===== src/rtl/mem_ls_pkg.sv =====
// Shared encodings for the memory-stage load/store sequencer and the
// WB load-extension stage.
package mem_ls_pkg;

  localparam logic [1:0] SZ_BYTE = 2'd0;
  localparam logic [1:0] SZ_HALF = 2'd1;
  localparam logic [1:0] SZ_WORD = 2'd2;

  localparam logic [2:0] READBE_WORD = 3'b000;
  localparam logic [2:0] READBE_LBU  = 3'b001;
  localparam logic [2:0] READBE_LB   = 3'b010;
  localparam logic [2:0] READBE_LHU  = 3'b011;
  localparam logic [2:0] READBE_LH   = 3'b100;

  typedef enum logic [1:0] {
    IDLE = 2'd0,
    BUS  = 2'd1,
    RESP = 2'd2
  } ls_state_e;

  // Size code 3 falls through to the word encoding.
  function automatic logic [2:0] readbe_code(input logic [1:0] size, input logic sign);
    logic [2:0] code;
    case (size)
      SZ_BYTE: code = sign ? READBE_LB : READBE_LBU;
      SZ_HALF: code = sign ? READBE_LH : READBE_LHU;
      default: code = READBE_WORD;
    endcase
    return code;
  endfunction

endpackage


===== src/rtl/mem_be_gen.sv =====
// Combinational byte-enable, store-lane replication and alignment check
// for a single load/store access.
module mem_be_gen
  import mem_ls_pkg::*;
(
  input  logic [1:0]  i_size,
  input  logic [1:0]  i_addr_lo,
  input  logic [31:0] i_wdata,
  output logic [3:0]  o_be,
  output logic [31:0] o_wdata,
  output logic        o_misaligned
);

  always_comb begin
    o_be         = 4'b1111;
    o_wdata      = i_wdata;
    o_misaligned = 1'b0;
    case (i_size)
      SZ_BYTE: begin
        o_be         = 4'b0001 << i_addr_lo;
        o_wdata      = {4{i_wdata[7:0]}};
        o_misaligned = 1'b0;
      end
      SZ_HALF: begin
        o_be         = 4'b0011 << i_addr_lo;
        o_wdata      = {2{i_wdata[15:0]}};
        o_misaligned = i_addr_lo[0];
      end
      default: begin
        o_be         = 4'b1111;
        o_wdata      = i_wdata;
        o_misaligned = (i_addr_lo != 2'b00);
      end
    endcase
  end

endmodule


===== src/rtl/mem_ls_ctrl.sv =====
// Memory-stage load/store sequencer: checks alignment, drives a handshaked
// data bus, stalls the pipeline until completion and returns raw load data.
module mem_ls_ctrl
  import mem_ls_pkg::*;
#(
  parameter int ADDR_W = 32
) (
  input  logic              clk,
  input  logic              reset,
  input  logic              req_valid,
  input  logic              req_we,
  input  logic [1:0]        req_size,
  input  logic              req_sign,
  input  logic [ADDR_W-1:0] req_addr,
  input  logic [31:0]       req_wdata,
  output logic              stall,
  output logic              exc_adel,
  output logic              exc_ades,
  output logic              ld_valid,
  output logic [31:0]       ld_rdata,
  output logic [1:0]        ld_a,
  output logic [2:0]        ld_readbe,
  output logic              bus_req,
  output logic              bus_we,
  output logic [ADDR_W-1:0] bus_addr,
  output logic [3:0]        bus_be,
  output logic [31:0]       bus_wdata,
  input  logic              bus_ready,
  input  logic [31:0]       bus_rdata
);

  ls_state_e         r_state;
  ls_state_e         w_next_state;
  logic [3:0]        w_be;
  logic [31:0]       w_wdata;
  logic              w_misaligned;
  logic              w_accept;
  logic              r_bus_req;
  logic              r_bus_we;
  logic [ADDR_W-1:0] r_bus_addr;
  logic [3:0]        r_bus_be;
  logic [31:0]       r_bus_wdata;
  logic              r_ld_valid;
  logic [31:0]       r_ld_rdata;
  logic [1:0]        r_ld_a;
  logic [2:0]        r_ld_readbe;
  logic [1:0]        r_pend_a;
  logic [2:0]        r_pend_readbe;

  mem_be_gen u_be_gen (
    .i_size       (req_size),
    .i_addr_lo    (req_addr[1:0]),
    .i_wdata      (req_wdata),
    .o_be         (w_be),
    .o_wdata      (w_wdata),
    .o_misaligned (w_misaligned)
  );

  assign w_accept = (r_state == IDLE) && req_valid && !w_misaligned;

  always_ff @(posedge clk) begin
    if (reset) begin
      r_state <= IDLE;
    end else begin
      r_state <= w_next_state;
    end
  end

  always_comb begin
    w_next_state = r_state;
    case (r_state)
      IDLE:    w_next_state = w_accept ? BUS : IDLE;
      BUS:     w_next_state = bus_ready ? RESP : BUS;
      RESP:    w_next_state = IDLE;
      default: w_next_state = IDLE;
    endcase
  end

  always_comb begin
    stall    = 1'b0;
    exc_adel = 1'b0;
    exc_ades = 1'b0;
    case (r_state)
      IDLE: begin
        stall    = w_accept;
        exc_adel = req_valid && w_misaligned && !req_we;
        exc_ades = req_valid && w_misaligned && req_we;
      end
      BUS:     stall = 1'b1;
      default: stall = 1'b0;
    endcase
  end

  // Load tags are parked at issue and only published when the load
  // completes, so a store in flight never disturbs the last load result.
  always_ff @(posedge clk) begin
    if (reset) begin
      r_bus_req     <= 1'b0;
      r_bus_we      <= 1'b0;
      r_bus_addr    <= '0;
      r_bus_be      <= 4'b0000;
      r_bus_wdata   <= 32'h0000_0000;
      r_ld_valid    <= 1'b0;
      r_ld_rdata    <= 32'h0000_0000;
      r_ld_a        <= 2'b00;
      r_ld_readbe   <= 3'b000;
      r_pend_a      <= 2'b00;
      r_pend_readbe <= 3'b000;
    end else begin
      r_ld_valid <= 1'b0;
      case (r_state)
        IDLE: begin
          if (w_accept) begin
            r_bus_req     <= 1'b1;
            r_bus_we      <= req_we;
            r_bus_addr    <= {req_addr[ADDR_W-1:2], 2'b00};
            r_bus_be      <= w_be;
            r_bus_wdata   <= w_wdata;
            r_pend_a      <= req_addr[1:0];
            r_pend_readbe <= readbe_code(req_size, req_sign);
          end
        end
        BUS: begin
          if (bus_ready) begin
            r_bus_req <= 1'b0;
            if (!r_bus_we) begin
              r_ld_valid  <= 1'b1;
              r_ld_rdata  <= bus_rdata;
              r_ld_a      <= r_pend_a;
              r_ld_readbe <= r_pend_readbe;
            end
          end
        end
        default: ;
      endcase
    end
  end

  assign bus_req   = r_bus_req;
  assign bus_we    = r_bus_we;
  assign bus_addr  = r_bus_addr;
  assign bus_be    = r_bus_be;
  assign bus_wdata = r_bus_wdata;
  assign ld_valid  = r_ld_valid;
  assign ld_rdata  = r_ld_rdata;
  assign ld_a      = r_ld_a;
  assign ld_readbe = r_ld_readbe;

endmodule


===== config.mk =====
export PLATFORM = sky130hd
export DESIGN_NAME = mem_ls_ctrl
export DESIGN_NICKNAME = d
export VERILOG_FILES = /design/src/rtl/mem_ls_pkg.sv /design/src/rtl/mem_be_gen.sv /design/src/rtl/mem_ls_ctrl.sv
export SDC_FILE = /design/constraint.sdc
export NUM_CORES = 1
export LEC_CHECK = 0
export CAP_MARGIN = 30
export CORE_ASPECT_RATIO = 0.6
export CORE_UTILIZATION = 37
export DETAILED_ROUTE_END_ITERATION = 16
export PLACE_DENSITY = 0.81
export SKIP_CTS_REPAIR_TIMING = 1
export SYNTH_ARGS = -nofsm -noshare
export SYNTH_HDL_FRONTEND = slang
export SYNTH_HIERARCHICAL = 1
export SYNTH_SLANG_ARGS = --single-unit

===== constraint.sdc =====
create_clock -name clk -period 2.1 [get_ports clk]
set_clock_uncertainty 0.1 [all_clocks]
set_input_delay 0.42 -clock clk [delete_from_list [all_inputs] [get_ports clk]]
set_output_delay 0.42 -clock clk [all_outputs]
set_load 0.03 [all_outputs]

# After elaboration in Yosys (flattened, before gate mapping)
# Cells that the tools add are included.
# W data, S select, Z words.
# op_classes
n_eq_ne,4
n_shift,2
muxes,16
n_bitwise,3
reduce_logical,15
# op_table
cell,n
$pmux W32 S2,1
$pmux W4 S2,1
$mux W1,6
$pmux W1 S2,3
$pmux W3 S2,1
$reduce_and A3 Y1,2
$logic_and A1 B1 Y1,5
$eq A2 B1 Y1 const B,2
$logic_not A2 Y1,2
$mux W2,2
$ne A2 B2 Y1 const B,2
$pmux W2 S2,1
$reduce_bool A2 Y1,2
$shl A1 B2 Y4 const A,1
$shl A2 B2 Y4 const A,1
$mux W3,1
$not A1 Y1,3
$reduce_or A3 Y1,1
$logic_not A1 Y1,2
$reduce_and A2 Y1,1
# word_totals
regBits,113
inputBits,104
out_inout_bits,111
wordCells,52

# Longest topological paths before layout
# Gate-level depths: netlist of run 1.
# depth
ltp_word,6
mapped_depth,9
ltp_nobuf,5

# Modules after synthesis
# Netlist of run 1, hierarchy kept.
# by_module_without_submodules
mod,n_inst,cells_per_inst,area_each_um2,seq_area_each_um2
mem_ls_ctrl,1,498,3937.5,2262.2
mem_be_gen,1,64,479.2,0.0

# Worst setup path after synthesis of run 1
# Ideal clock, no wire load.
# synth_path
path_type,input to output
start,input req_size[1]
end,output stall
t_arrival_ns,2.073
required_time_ns,1.580
slack_ns,-0.493
path_stages,8
path_buffers,4
cell_sequence,buf_4 > buf_2 > o21ai_0 > nand2_1 > or4b_4 > buf_2 > buf_2 > o21ai_0
# synth_between
elab_chain_len,5
elab_cells_between_ends,6
classes_between,eq/ne: 1; mux: 2; reduce/logical: 3
# synth_rtl
item,line_no,source
"start, declared",mem_ls_ctrl.sv:12,"input logic [1:0] req_size,"
$eq A2 B1 Y1 / $logic_not A2 Y1 (equally long branches),mem_be_gen.sv:18,case (i_size)
$pmux W1 S2 (*),mem_be_gen.sv:18,
net w_misaligned,mem_ls_ctrl.sv:36,logic w_misaligned;
$logic_not A1 Y1 (*),mem_ls_ctrl.sv:59,assign w_accept = (r_state == IDLE) && req_valid && !w_misaligned;
$logic_and A1 B1 Y1 (*),mem_ls_ctrl.sv:59,
$pmux W1 S2 (*),mem_ls_ctrl.sv:83,case (r_state)
"end, declared",mem_ls_ctrl.sv:16,"output logic stall,"
# The timed path passes the listed nets; every way through them passes the cells marked *.

# Worst setup path in the final report of run 1
# layout_path
start,input req_addr[0]
end,output stall
# layout_between
elab_chain_len,5
# layout_rtl
item,line_no,source
"start, declared",mem_ls_ctrl.sv:14,"input logic [ADDR_W-1:0] req_addr,"
$reduce_bool A2 Y1,mem_be_gen.sv:32,o_misaligned = (i_addr_lo != 2'b00);
$pmux W1 S2 (*),mem_be_gen.sv:18,
net w_misaligned,mem_ls_ctrl.sv:36,
$logic_not A1 Y1 (*),mem_ls_ctrl.sv:59,
$logic_and A1 B1 Y1 (*),mem_ls_ctrl.sv:59,
$pmux W1 S2 (*),mem_ls_ctrl.sv:83,
# Marked as above.

==> run summary, run 1 <==
Status -> completed
Avg Cell Area, Syn -> 7.86 µm²
NumNets Final -> 869
Clock power frac -> 0.467
Actual slew at the worst max-slew pin -> 0.549 ns
Io pins -> 215
Reg2Reg Setup Slack -> 0.37 ns
Die width -> 143 µm
Clock sink total -> 113
Seq pwr share -> 0.374
First-pass GRT wire length -> 20400 µm
Hold path depth -> 4
Number of global-route vias before repair -> 4200
WL/cell -> 14.0 µm
DRT Pass-1 Iters -> 4
Setup-failing EPs final -> 0
Hold endpoint -> r_pend_a[1]
Commonest non-fill, non-tap cells in the layout -> 226 x nand2_1, 202 x clkdlybuf4s50_1, 112 x dfxtp_1
DRC -> 0
Filler cells -> 924
Final Max Tran Viols -> 0
Crit Path Category -> input port to output pin
Inserted Diodes -> 0
Slew HR -> 0.634
Root buf cell -> clkbuf_16
Worst Hold Class -> input port to flip-flop
Post-route setup TNS -> 0 ns
Max frequency -> 483 MHz
WHS -> 0.309 ns
Clock Pin Slew Worst Setup and Hold Paths -> 0.05 ns
Switching share of power -> 0.255
Rows -> 30
GR peak layer -> met2
R2R Path End -> r_pend_readbe[1]
CP Data Arrival Time -> 1.55 ns
Leak -> 2.67 nW
Share of cells above drive strength 1 -> 0.107
Global-route track usage on met2 -> 0.348
Worst-path cell chain -> clkbuf_2 > o21ai_1 > nand2_1 > or4b_4 > o21ai_4 > buf_12
Largest net degree at the start of global routing -> 114
Starting Density -> 0.386
Fin cells -> 938
Max_cap viols -> 0
Mapped Cells -> 562
Yosys warns -> 6
Initial DRC count -> 194
Initial antenna violation count -> 0
Period utilization -> 0.987
Pre-CTS setup slack -> -0.410 ns
Worst r2r src -> r_state[0]
Routed Antenna Nets -> 0
CTS tree -> yes
Maximum vdd ir drop -> 0.538 mV
DIE HEIGHT -> 86.6 µm
Largest fanout on the critical path -> 3
Clk_lat worst skew -> 0.40 ns
Dpl hpwl -> 9480 µm
GRT met3 Usage -> 0.0895
Crit-path max cell delay -> 0.58 ns
Synth top area share -> 0.512
Most common cell after layout, fill and taps aside -> nand2_1
Setup WS post-layout -> 0.0275 ns
Post-Place Cells -> 904
Worst setup SP type -> input port
Total gr overflow -> 0
RSZ-0062 raised after global routing -> yes
Worst Min Path Start -> req_addr[1]
Final wirelength -> 13200 µm
Sequential cell area -> 2270 µm²
DIE AREA -> 12400 µm²
Synth area leaders -> dfxtp_1 51%, nand2_1 19%, a21oi_1 12%
Netlist cell types -> 28
Layout Area Growth over Synthesis -> 65.7%
Minimum clock period -> 2.07 ns
Post-synthesis sequential area ratio -> 0.512
Dominant cell type by area after synthesis -> dfxtp_1
Pwr dens -> 838 nW/µm²
Yosys reg bits -> 113
Routability cong. -> 0.781
Internal -> 4.57 mW
Top delay family on crit path -> simple AND/OR/NAND/NOR gates
Worst Path Buf+Inv -> 2
Combinational share of power -> 0.159
Clock Tree Buf Depth -> 2
Met1 usage -> 0.254
Buffers added on ports -> 212
Htree depth -> 4
Vias -> 4482
Master of the slowest instance on the critical path -> or4b_4
Tot GR Track Use -> 0.214
Final hold viol count -> 0
Synth Cell Area -> 4420 µm²
Multi-input gate area -> 1930 µm²
Critical path endpoint category -> output pin
NetSw -> 1.56 mW
Total core area -> 11400 µm²
Data required time of the critical path -> 1.58 ns
DR vias/cell -> 4.78
Number of CTS-inserted buffers -> 17
R2R depth -> 4
## sequential cells by signal (all words and copies together), names as in the netlist
name / count
ld_readbe: 3
bus_req: 1
bus_wdata: 32
r_pend_a: 2
ld_rdata: 32
r_state: 2
ld_a: 2
bus_be: 4
bus_addr: 30
bus_we: 1
r_pend_readbe: 3
ld_valid: 1
## worst reg2reg max path, delay by kind of cell, from the launching register on
kind	cells	cell delay, ns
AO/OA/AOI/OAI	1	0.14
buffers and inverters	1	0.17
AND/OR/NAND/NOR	2	0.88
flip-flops	1	0.37
## synth_stat cells
library cell / number
o21a_1: 1
nand3b_1: 1
nand2_1: 226
nand4bb_1: 1
nor2_1: 7
nor4b_2: 1
dfxtp_1: 113
buf_4: 12
clkbuf_1: 15
o211ai_1: 1
a21oi_1: 110
conb_1: 1
inv_1: 3
buf_1: 2
mux2_2: 16
buf_2: 21
or4b_4: 1
o21ai_1: 7
nand3_1: 1
nand2b_1: 1
o21ai_0: 6
xnor2_1: 1
nand4b_1: 1
nor2_4: 1
mux2i_1: 8
nor4bb_1: 1
or3_1: 2
nor3_1: 1
## per-layer routing
metal	vias to the layer above	routed length, µm
met2	168	5990
li1	2226	-
met5	-	0
met1	2072	5820
met3	16	1240
met4	0	125
## power groups by stage
stage / combinational (mW) / sequential, mW / clock [mW]
after global routing: 1.04 / 2.30 / 3.03
after global placement: 0.960 / 2.33 / 0
after floorplan: 0.323 / 2.51 / 0
after detailed placement: 0.973 / 2.34 / 0
final: 0.974 / 2.29 / 2.86
after CTS: 0.978 / 2.29 / 2.94
## stage by stage
step | cell area (µm²) | util | total power, mW
after detailed placement | 6720 | 0.587 | 3.31
after global placement | 6720 | 0.587 | 3.29
after floorplan | 4470 | - | 2.83
after global routing | 7320 | 0.639 | 6.38
after CTS | 7310 | 0.639 | 6.21
final | 7320 | 0.639 | 6.13
## layout make-up
cell class	count	share of cell area
Clock buffer	18	0.0587
Tap cell	160	0.0274
Clock inverter	14	0.0226
Multi-Input combinational cell	397	0.264
Inverter	3	0.00154
Timing Repair Buffer	233	0.317
Sequential cell	113	0.310
## kinds of logic after synthesis
kind of cell / count (synthesis) / synth area share
muxes: 24 / 0.0589
and+or+nand+nor: 245 / 0.222
xor gates and xnor gates: 1 / 0.00198
DFF: 113 / 0.512
other: 1 / 0.000849
buffers and inverters: 53 / 0.0612
AOI/OAI and AO/OA: 125 / 0.143
## how the worst max path moves through the flow
| stage | startpoint | end | depth (start not counted) |
|---|---|---|---|
| floorplan | req_size[1] | stall | 8 |
| global placement | req_size[0] | stall | 6 |
| detailed placement | req_addr[0] | bus_wdata[31] | 7 |
| CTS | req_addr[0] | stall | 6 |
| global route | req_addr[0] | stall | 6 |
| finish | req_addr[0] | stall | 6 |
Power figures use the tool's default switching activity.
==> run 2, diff against run 1 <==
- ABC_AREA: not set -> 1
- CORE_UTILIZATION: 37 -> 39
==> run summary, run 2 <==
Status -> completed
DIE AREA -> 13500 µm² (+9.3%)
FFs w/ async S/R, synth -> 0 (unchanged)
Primary FF master, synth -> dfxtp_1
R2R depth -> 6 (+2)
Htree depth -> 4 (unchanged)
Most frequent cells after synthesis -> 222 x nor2_1, 205 x nand2_1, 113 x dfxtp_1
Setup WS post-layout -> 0.0992 ns (+0.0717 ns)
Synth area leaders -> dfxtp_1 44%, nor2_1 16%, nand2_1 15%
Crit Path Category -> flip-flop to output pin
Number of flops mapped to enable cells by yosys -> 0 (unchanged)
Dpl hpwl -> 10500 µm (+11%)
Worst Path Buf+Inv -> 1 (-1)
DIE HEIGHT -> 90.5 µm (+4.5%)
Starting Density -> 0.412 (+0.0260)
CP Data Arrival Time -> 1.48 ns (-0.07 ns)
Clock sink total -> 113 (unchanged)
Initial DRC count -> 178 (-8.2%)
Total gr overflow -> 0 (unchanged)
Commonest non-fill, non-tap cells in the layout -> 222 x nor2_1, 205 x clkdlybuf4s50_1, 204 x nand2_1
Initial antenna violation count -> 1 (+1)
Worst Hold Class -> flip-flop to flip-flop
Layout Area Growth over Synthesis -> 57.8%
DRT Pass-1 Iters -> 5 (+1)
Total core area -> 12400 µm² (+8.1%)
Hold path depth -> 2 (-2)
Final hold viol count -> 0 (unchanged)
Top delay family on crit path -> buffers and inverters
Tot GR Track Use -> 0.223 (+0.00887)
Number of global-route vias before repair -> 4788 (+14%)
Root buf cell -> clkbuf_16
Worst setup SP type -> flip-flop
Total Power Consumption -> 6.88 mW (+12%)
First-pass GRT wire length -> 23500 µm (+15%)
Setup-failing EPs final -> 0 (unchanged)
Period utilization -> 0.953 (-0.0341)
Clock Tree Buf Depth -> 2 (unchanged)
Maximum vdd ir drop -> 0.516 mV (-4.1%)
Final wirelength -> 14500 µm (+10%)
Vias -> 4954 (+11%)
Max frequency -> 500 MHz (+3.6%)
Post-route setup TNS -> 0 ns (unchanged)
Yosys warns -> 6 (unchanged)
Multi-input gate area -> 2140 µm² (+11%)
NumNets Final -> 1070 (+23%)
Crit-path max cell delay -> 0.72 ns (+0.14 ns)
Share of cells above drive strength 1 -> 0.0940 (-0.0127)
Synth top area share -> 0.444 (-0.0682)
Minimum clock period -> 2.00 ns (-0.0717 ns)
Netlist cell types -> 26 (-7.1%)
Leak -> 3.75 nW (+40%)
Buffers added on ports -> 212 (unchanged)
Critical path depth -> 1 (-5)
RSZ-0062 raised after global routing -> no
Placement-stage cell area -> 7370 µm² (+9.7%)
Synth Cell Area -> 5090 µm² (+15%)
WL/cell -> 12.7 µm (-9.5%)
Clk_lat worst skew -> 0.39 ns (about the same)
Rows -> 31 (+3.3%)
Design Area, Final -> 8040 µm² (+9.9%)
Mapped Cells -> 755 (+34%)
Dominant cell type by area after synthesis -> dfxtp_1
Yosys reg bits -> 113 (unchanged)
Io pins -> 215 (unchanged)
Avg Cell Area, Syn -> 6.75 µm² (-14%)
Critical path endpoint category -> output pin
Master of the slowest instance on the critical path -> clkdlybuf4s50_1
Clock Pin Slew Worst Setup and Hold Paths -> 0.05 ns (about the same)
WHS -> 0.364 ns (+0.0551 ns)
Worst-path cell chain -> clkdlybuf4s50_1
Die width -> 150 µm (+4.5%)
Max_cap viols -> 0 (unchanged)
Sequential cell area -> 2260 µm² (-0.17%)
Filler cells -> 1088 (+18%)
CTS tree -> yes
DRC -> 0 (unchanged)
Largest net degree at the start of global routing -> 81 (-29%)
Most common cell after layout, fill and taps aside -> nor2_1
Routed Antenna Nets -> 0 (unchanged)
Most common cell in the netlist -> nor2_1
Pwr dens -> 855 nW/µm² (+2.1%)
Routability cong. -> 0.848 (+8.5%)
DR vias/cell -> 4.33 (-9.5%)
Pre-CTS setup slack -> -0.309 ns (+0.101 ns)
Post-synthesis sequential area ratio -> 0.444 (-0.0682)
Final Max Tran Viols -> 0 (unchanged)
Data required time of the critical path -> 1.58 ns (about the same)
Number of CTS-inserted buffers -> 17 (unchanged)
Largest fanout on the critical path -> 3 (unchanged)
## run 2: cell count changes after synthesis, sizes merged, moves of 16 or more
cell	before	now
a21oi	110	3
inv	3	84
mux2	16	0
nand2	226	206
nand3	1	18
nor2	8	225
o21ai	13	50
## run 2: metal layers
layer	track usage	wire length, µm	part of all wire	vias up
li1	-	-	-	2656
met1	0.297	6930	0.48	2134
met2	0.323	6040	0.42	156
met3	0.0939	1450	0.10	8
met4	0.0638	120	0.0083	0
met5	0	0	0	-
## run 2: metrics by stage
| stage | instances | util |
|---|---|---|
| after detailed placement | 1112 | 0.596 |
| after CTS | 1144 | 0.646 |
| after floorplan | 756 | - |
| final | 1145 | 0.650 |
| after global routing | 1145 | 0.650 |
| after global placement | 1112 | 0.596 |
## run 2: worst paths after layout
kind | from | end | slack, ns
max | bus_we | bus_we | 0.1
min | bus_req | bus_req | 0.36
max reg2reg | r_state[1] | bus_wdata[6] | 0.65
min reg2reg | bus_req | bus_req | 0.36
## run 2: worst reg2reg max path: cells and delay by family (launching register included)
family                 cells  cell delay (ns)
buffers and inverters      2             0.35
DFF                        1             0.36
and+or+nand+nor            4             0.53
## run 2: report_power, final
group          internal, mW  total, mW  switching, mW
registers              2.31       2.39         0.0829
logic                 0.659       1.47          0.807
clock network          2.05       3.02          0.976
## run 2: final cells by class
| cell class | instances | area share |
|---|---|---|
| timing repair buffer | 242 | 0.308 |
| sequential | 113 | 0.281 |
| multi-input combinational | 507 | 0.267 |
| clock buffer | 23 | 0.0582 |
| inverter | 85 | 0.0403 |
| tap | 165 | 0.0257 |
| clock inverter | 9 | 0.0193 |
| antenna | 1 | 0.000311 |
## run 2: cells by family after synthesis
group	synth area share
buf+inv	0.144
flops	0.444
compound gates	0.0521
other cells	0.000736
simple gates	0.359
==> run 3, diff against run 2 <==
- CORE_UTILIZATION: 39 -> 30
- PLACE_DENSITY: 0.81 -> 0.66
==> run summary, run 3 (synthesis gave the netlist of run 2 again) <==
Setup WS post-layout -> 0.0534 ns (-0.0457 ns)
DR vias/cell -> 4.12 (-4.7%)
Worst Path Buf+Inv -> 1 (unchanged)
Tot GR Track Use -> 0.179 (-0.0441)
CTS tree -> yes
Clock sink total -> 113 (unchanged)
Worst-path cell chain -> clkdlybuf4s50_1
DIE AREA -> 17500 µm² (+29%)
Dpl hpwl -> 11000 µm (+5.1%)
Final wirelength -> 15100 µm (+3.9%)
NetSw -> 1.89 mW (+1.5%)
Maximum vdd ir drop -> 0.474 mV (-8.2%)
Status -> completed
Master of the slowest instance on the critical path -> clkdlybuf4s50_1
Period utilization -> 0.975 (+0.0218)
Worst Hold Class -> input port to flip-flop
Total core area -> 16400 µm² (+33%)
Clock Pin Slew Worst Setup and Hold Paths -> 0.05 ns (about the same)
Max_cap viols -> 0 (unchanged)
Top delay family on crit path -> buffers and inverters
Switching share of power -> 0.274 (+0.00269)
Minimum clock period -> 2.05 ns (+0.0457 ns)
Critical path endpoint category -> output pin
Largest fanout on the critical path -> 2 (-1)
Data required time of the critical path -> 1.58 ns (about the same)
Final hold viol count -> 0 (unchanged)
Post-Place Cells -> 1174 (+5.6%)
Io pins -> 215 (unchanged)
CP Data Arrival Time -> 1.53 ns (+0.05 ns)
Crit Path Category -> flip-flop to output pin
Clock power frac -> 0.444 (+0.004)
Clock Tree Buf Depth -> 2 (unchanged)
Routability cong. -> 0.784 (-7.5%)
Leak -> 3.74 nW (-0.21%)
Internal -> 5.02 mW (+0.15%)
Clk_lat worst skew -> 0.40 ns (about the same)
Max frequency -> 489 MHz (-2.2%)
Initial antenna violation count -> 0 (-1)
First-pass GRT wire length -> 23900 µm (+1.9%)
Routed Antenna Nets -> 0 (unchanged)
Commonest non-fill, non-tap cells in the layout -> 222 x nor2_1, 204 x nand2_1, 204 x clkdlybuf4s50_1
Buffers added on ports -> 212 (unchanged)
Initial DRC count -> 227 (+28%)
Total gr overflow -> 0 (unchanged)
Number of CTS-inserted buffers -> 17 (unchanged)
Final Max Tran Viols -> 0 (unchanged)
Pwr dens -> 858 nW/µm² (+0.30%)
Combinational share of power -> 0.210 (-0.003)
Worst setup SP type -> flip-flop
DIE HEIGHT -> 103 µm (+14%)
NumNets Final -> 1069 (-0.093%)
Htree depth -> 4 (unchanged)
Starting Density -> 0.311 (-0.101)
Total Power Consumption -> 6.91 mW (+0.52%)
Rows -> 36 (+16%)
WHS -> 0.331 ns (-0.0329 ns)
Vias -> 4966 (+0.24%)
Pre-CTS setup slack -> -0.284 ns (+0.0247 ns)
WL/cell -> 12.5 µm (-1.3%)
Seq pwr share -> 0.346 (about the same)
Largest net degree at the start of global routing -> 50 (-38%)
Number of global-route vias before repair -> 4572 (-4.5%)
Crit-path max cell delay -> 0.73 ns (about the same)
Inserted Diodes -> 0 (-1)
Die width -> 170 µm (+14%)
DRT Pass-1 Iters -> 4 (-1)
DRC -> 0 (unchanged)
Layout Area Growth over Synthesis -> 58.2%
RSZ-0062 raised after global routing -> no
Share of cells above drive strength 1 -> 0.0921 (-0.00185)
Setup-failing EPs final -> 0 (unchanged)
Root buf cell -> clkbuf_16
Fin cells -> 1205 (+5.2%)
Most common cell after layout, fill and taps aside -> nor2_1
-- run 3: cell count changes in the layout (fill, tap and decap cells not counted), moves of 2 or more --
cell and delta:
clkbuf_1 -2, o21ai_1 +2, o21ai_2 -2, buf_4 +3, buf_12 -4
-- run 3: worst min-delay path: stages --
cell	delay [ns]
dlymetal6s2s_1	0.11
buf_4	0.14
nor2_1	0.04
nor2_1	0.08
-- run 3: final timing paths --
check                start            end  slack, ns  depth (start not counted)
max reg2reg     r_state[0]   ld_rdata[24]       0.65                          7
min            req_addr[1]    r_pend_a[1]       0.33                          4
max          bus_wdata[15]  bus_wdata[15]       0.05                          1
min reg2reg        bus_req        bus_req       0.36                          2
-- run 3: per-layer routing --
layer,GRT usage,part of all wire
met5,0,0
met4,0.0582,0.011
met3,0.0683,0.10
met2,0.241,0.37
met1,0.255,0.51
-- run 3: cell type report --
cell class                      instances  area [µm²]
Multi-Input combinational cell        507        2130
Clock inverter                          9         155
Tap cell                              228         285
Clock buffer                           22         474
Fill cell                            1638        8340
Inverter                               85         327
Sequential cell                       113        2260
Timing Repair Buffer                  241        2420
-- run 3: power by group through the flow --
stage          Clock, mW  Combinational (mW)  Sequential (mW)
2_1_floorplan          0               0.531             2.71
3_3_place_gp           0                1.44             2.43
3_5_place_dp           0                1.45             2.43
4_1_cts             3.17                1.45             2.39
5_1_grt             3.27                1.59             2.41
6_report            3.07                1.45             2.39
-- run 3: metrics by stage --
stage	setup TNS, ns	utilization	instance area (µm²)
3_5_place_dp	-17.80	0.451	7390
3_3_place_gp	-13.54	0.451	7390
2_1_floorplan	-0.282	-	5100
5_1_grt	0	0.492	8060
6_report	0	0.492	8060
4_1_cts	-0.851	0.489	8020
